--- src/rtl/moore_t_fsm.sv ---
// moore_t_fsm: overlapping serial pattern detector (Moore machine).
// State k means the last k received bits equal the first k pattern bits.
// The state register is built from T flip-flops (toggle when T=1). The
// transition table is derived from PATTERN at elaboration time with a
// KMP-style longest prefix/suffix search.
module moore_t_fsm #(
  parameter int                  PAT_LEN = 4,
  parameter logic [PAT_LEN-1:0]  PATTERN = 4'b1011
) (
  input  logic clk,
  input  logic reset,
  input  logic x,
  output logic z
);

  localparam int             SW     = $clog2(PAT_LEN + 1);
  localparam int             NENC   = 2 ** SW;
  localparam logic [SW-1:0]  S_FULL = SW'(PAT_LEN);

  // Next state from state k on input bit xb. The candidate string is the
  // first k pattern bits followed by xb. Pattern bit j (j = 0 first on the
  // wire) is PATTERN[PAT_LEN-1-j]. Returns the longest pattern prefix that is
  // also a suffix of the string, capped at PAT_LEN. Lengths are tried in
  // ascending order so the last hit is the longest.
  function automatic int next_k(input int k, input logic xb);
    int   best;
    int   idx;
    logic ok;
    logic sb;
    logic pb;
    best = 0;
    for (int l = 1; l <= PAT_LEN; l++) begin
      if (l <= k + 1) begin
        ok = 1'b1;
        for (int j = 0; j < PAT_LEN; j++) begin
          if (j < l) begin
            idx = k + 1 - l + j;
            if (idx == k) begin
              sb = xb;
            end else begin
              sb = PATTERN[PAT_LEN-1-idx];
            end
            pb = PATTERN[PAT_LEN-1-j];
            if (sb != pb) begin
              ok = 1'b0;
            end
          end
        end
        if (ok) begin
          best = l;
        end
      end
    end
    return best;
  endfunction

  // Transition table indexed by the full state encoding; encodings above
  // PAT_LEN are unused and map back to S0 for either input value.
  logic [SW-1:0] tbl0_s [NENC];
  logic [SW-1:0] tbl1_s [NENC];

  for (genvar g = 0; g < NENC; g++) begin : g_tbl
    if (g <= PAT_LEN) begin : g_used
      localparam logic [SW-1:0] N0 = SW'(next_k(g, 1'b0));
      localparam logic [SW-1:0] N1 = SW'(next_k(g, 1'b1));
      assign tbl0_s[g] = N0;
      assign tbl1_s[g] = N1;
    end else begin : g_unused
      assign tbl0_s[g] = '0;
      assign tbl1_s[g] = '0;
    end
  end

  logic [SW-1:0] state_q;
  logic [SW-1:0] state_d;
  logic [SW-1:0] nxt_s;
  logic [SW-1:0] t_s;
  logic          z_q;
  logic          z_d;

  // Next-state lookup, T inputs, toggled state bits and output decode.
  always_comb begin
    nxt_s   = '0;
    t_s     = '0;
    state_d = state_q;
    z_d     = 1'b0;
    if (x) begin
      nxt_s = tbl1_s[state_q];
    end else begin
      nxt_s = tbl0_s[state_q];
    end
    t_s = state_q ^ nxt_s;
    for (int i = 0; i < SW; i++) begin
      if (t_s[i]) begin
        state_d[i] = ~state_q[i];
      end else begin
        state_d[i] = state_q[i];
      end
    end
    // z_q tracks (state_q == PAT_LEN) exactly: it is decoded from the value
    // the state register is about to load, so z never sees x directly.
    if (state_d == S_FULL) begin
      z_d = 1'b1;
    end else begin
      z_d = 1'b0;
    end
  end

  // T flip-flop state bits and output flop, asynchronously cleared by reset.
  always_ff @(posedge clk or posedge reset) begin
    if (reset) begin
      state_q <= '0;
      z_q     <= 1'b0;
    end else begin
      state_q <= state_d;
      z_q     <= z_d;
    end
  end

  assign z = z_q;

endmodule

--- config.mk ---
export PLATFORM = sky130hd
export DESIGN_NAME = moore_t_fsm
export DESIGN_NICKNAME = d
export VERILOG_FILES = /design/src/rtl/moore_t_fsm.sv
export SDC_FILE = /design/constraint.sdc
export NUM_CORES = 1
export LEC_CHECK = 0
export ABC_AREA = 1
export CAP_MARGIN = 30
export CORE_AREA = 2 2 39 41
export CTS_BUF_LIST = sky130_fd_sc_hd__clkbuf_4
export DETAILED_ROUTE_END_ITERATION = 8
export DIE_AREA = 0 0 41 43
export PLACE_DENSITY = 0.38
export SLEW_MARGIN = 20
export SYNTH_ARGS = -nofsm -noshare
export SYNTH_HDL_FRONTEND = slang
export SYNTH_SLANG_ARGS = --single-unit
--- constraint.sdc ---
create_clock -name clk -period 1.83 [get_ports clk]
set_clock_uncertainty 0.2 [all_clocks]
set_input_delay 0.366 -clock clk [delete_from_list [all_inputs] [get_ports clk]]
set_output_delay 0.366 -clock clk [all_outputs]
set_load 0.02 [all_outputs]
==> reports/results.ini <==
[setup_path]
startpoint = z$_DFF_PP0_
path_buf_inv = 1
slowest_stage = clkdlybuf4s50_1
crit_type = reg2out
worstPathCellList = clkdlybuf4s50_1
cp-start-kind = flip-flop
crit_fanout = 1
r2r_start = state_q[0]$_DFF_PP0_
cpPeakStageDelay_ps = 600
critPathRequiredTime_ps = 1260
cp_top_family = buffers and inverters
cp-end-kind = primary output
worstPathArrival_ps = 1140

[drt]
drc = 0
wl_microns = 272
detail_route.iter0.violations = 2
vias_per_cell = 3.150
vias = 126
wl_per_cell_microns = 6.800
detail-route-antenna-nets = 0
drt-pass1-iter-count = 4

[place]
gp_congestion = 0.4925
portBuffers = 3
pre_cts_ws_ps = 358.9
place_hpwl_microns = 210.1

[clock_tree]
path_clk_slew_ps = 40
insertion_delay_ps = 230
cts_buffers = 3
clockRootBuffer = clkbuf_4
cts.sinks = 4
cts_tree = done
cts_hold_buffers = 0
h-tree-depth = 1
post-cts-setup-buffers = 0
clockBufferDepth = 2
post_cts_resized = 0

[yosys]
synth-edff-count = 0
synthFlopType = dfrtp_1
synthTopCellsByCount = nor2_1 (5), dfrtp_1 (4), inv_1 (3), nand2_1 (3), nand3_1 (2)
synthTopCellsByArea = dfrtp_1 (64%), nor2_1 (12%), inv_1 (7.2%), nand2_1 (7.2%), nand3_1 (6.4%)
yosysWarnings = 0
syn_area_sq_um = 156.4
async_flop_share_pct = 100.0
synth_top_area_share_pct = 64.00
yosys.cell_count.top_type = nor2_1
yosysUniqueCellTypes = 6
synth.net_count = 21
syn_area_per_cell_sq_um = 8.689
syn_inst = 18
ys_seq_elements = 4
seq_area_frac_synth_pct = 64.00
synth_top_cell_by_area = dfrtp_1

[sta]
setup_slack_ps = 119.7
hold_violations = 0
tightest_slew_ps = 221.7
fin_tns_setup_ps = 0
max_freq_mhz = 584.7
rsz0062_at_grt = false
finalCritPeriodShare_pct = 93.46
maxSlewHeadroom_pct = 85.17
final-max-slew-violation-count = 0
setup_viol = 0
fin_crit_ps = 1710

[floorplan]
die_y_microns = 43
core_sq_um = 1384
die_w_microns = 41
design.portCount = 4
num_rows = 14
die-area_sq_um = 1763
start_util_pct = 11.30

[final_layout]
areaGrowthSynthToFinish_pct = 46.40
drive_gt1_share_pct = 12.50
nFillCells = 155
num-nets-final = 29
antenna_cells = 0

[global_routing]
grt_usage_pct = 5.141
grt_pass1_vias = 140
antenna_found_initial = 0
grt-ovfl-total = 0
grt_start_max_net_pins = 5
grt_pass1_wl_microns = 517

[run]
maxCapViolCount = 0

[power]
leakagePower_nw = 0.1150
vdd.ir_drop.worst_v = 0.0002169
power_density_nw_per_um2 = 1008

[hold_path]
hold_class = in2async

[status]
status = complete, no violations

-- flip-flops by register name, summed over array words and instances, names as in the netlist --
name	flops
z	1
state_q	3
-- power by group --
group | internal (mW) | total, mW | switching [mW] | leakage [nW]
registers | 0.0961 | 0.101 | 0.00464 | 0.0522
clock network | 0.0733 | 0.108 | 0.0346 | 0.0138
logic | 0.0104 | 0.0223 | 0.0120 | 0.0489
total | 0.180 | 0.231 | 0.0512 | 0.115
-- path summary, 6_finish.rpt --
check / end / slack (ps) / depth (start not counted)
min: z$_DFF_PP0_ / 110 / 2
min in group clk: state_q[1]$_DFF_PP0_ / 340 / 2
max: z / 120 / 1
max reg2reg: state_q[0]$_DFF_PP0_ / 840 / 3
min reg2reg: state_q[1]$_DFF_PP0_ / 340 / 2
max in group asynchronous: state_q[0]$_DFF_PP0_ / 1160 / 2
-- per-layer routing --
metal	vias to the layer above	global-route usage, %	wire [microns]
met5	-	0	0
met1	56	4.886	129
met4	0	10.00	0
met2	4	5.000	115
met3	0	2.618	27
li1	66	-	-
-- stage by stage --
| step | hold WS, ps | power (mW) | instance area [sq um] | utilization, % | instances |
|---|---|---|---|---|---|
| after CTS | 111.4 | 0.2383 | 229.0 | 16.55 | 40 |
| after floorplan | -67.92 | 0.1144 | 156.4 | - | 18 |
| after detailed placement | 331.1 | 0.1246 | 206.4 | 14.92 | 37 |
| after global routing | 153.8 | 0.2419 | 229.0 | 16.55 | 40 |
| after global placement | 333.4 | 0.1241 | 206.4 | 14.92 | 37 |
| final | 113.8 | 0.2309 | 229.0 | 16.55 | 40 |
-- logic make-up after synthesis --
family	Yosys count	synth area share (%)
flip-flops	4	64.00
AND/OR/NAND/NOR	10	25.60
AO/OA/AOI/OAI	1	3.197
buffers and inverters	3	7.199
-- cell type report --
type | count | area, sq um | share of cell area (%)
clock buffer | 3 | 22.52 | 9.836
timing repair buffer | 3 | 30.03 | 13.11
sequential | 4 | 100.1 | 43.72
tap | 16 | 20.02 | 8.743
inverter | 3 | 11.26 | 4.918
multi-input combinational | 11 | 45.04 | 19.67
-- cell usage in the layout (no fill, tap or decap) --
master / synthesis / routed
dfrtp_1: 4 / 4
clkbuf_4: 0 / 3
inv_1: 3 / 3
nor2_1: 5 / 5
o21ai_1: 1 / 1
nand3_1: 2 / 2
nand2_1: 3 / 3
clkdlybuf4s50_1: 0 / 3
No activity file was read; power rests on OpenSTA's default activity.
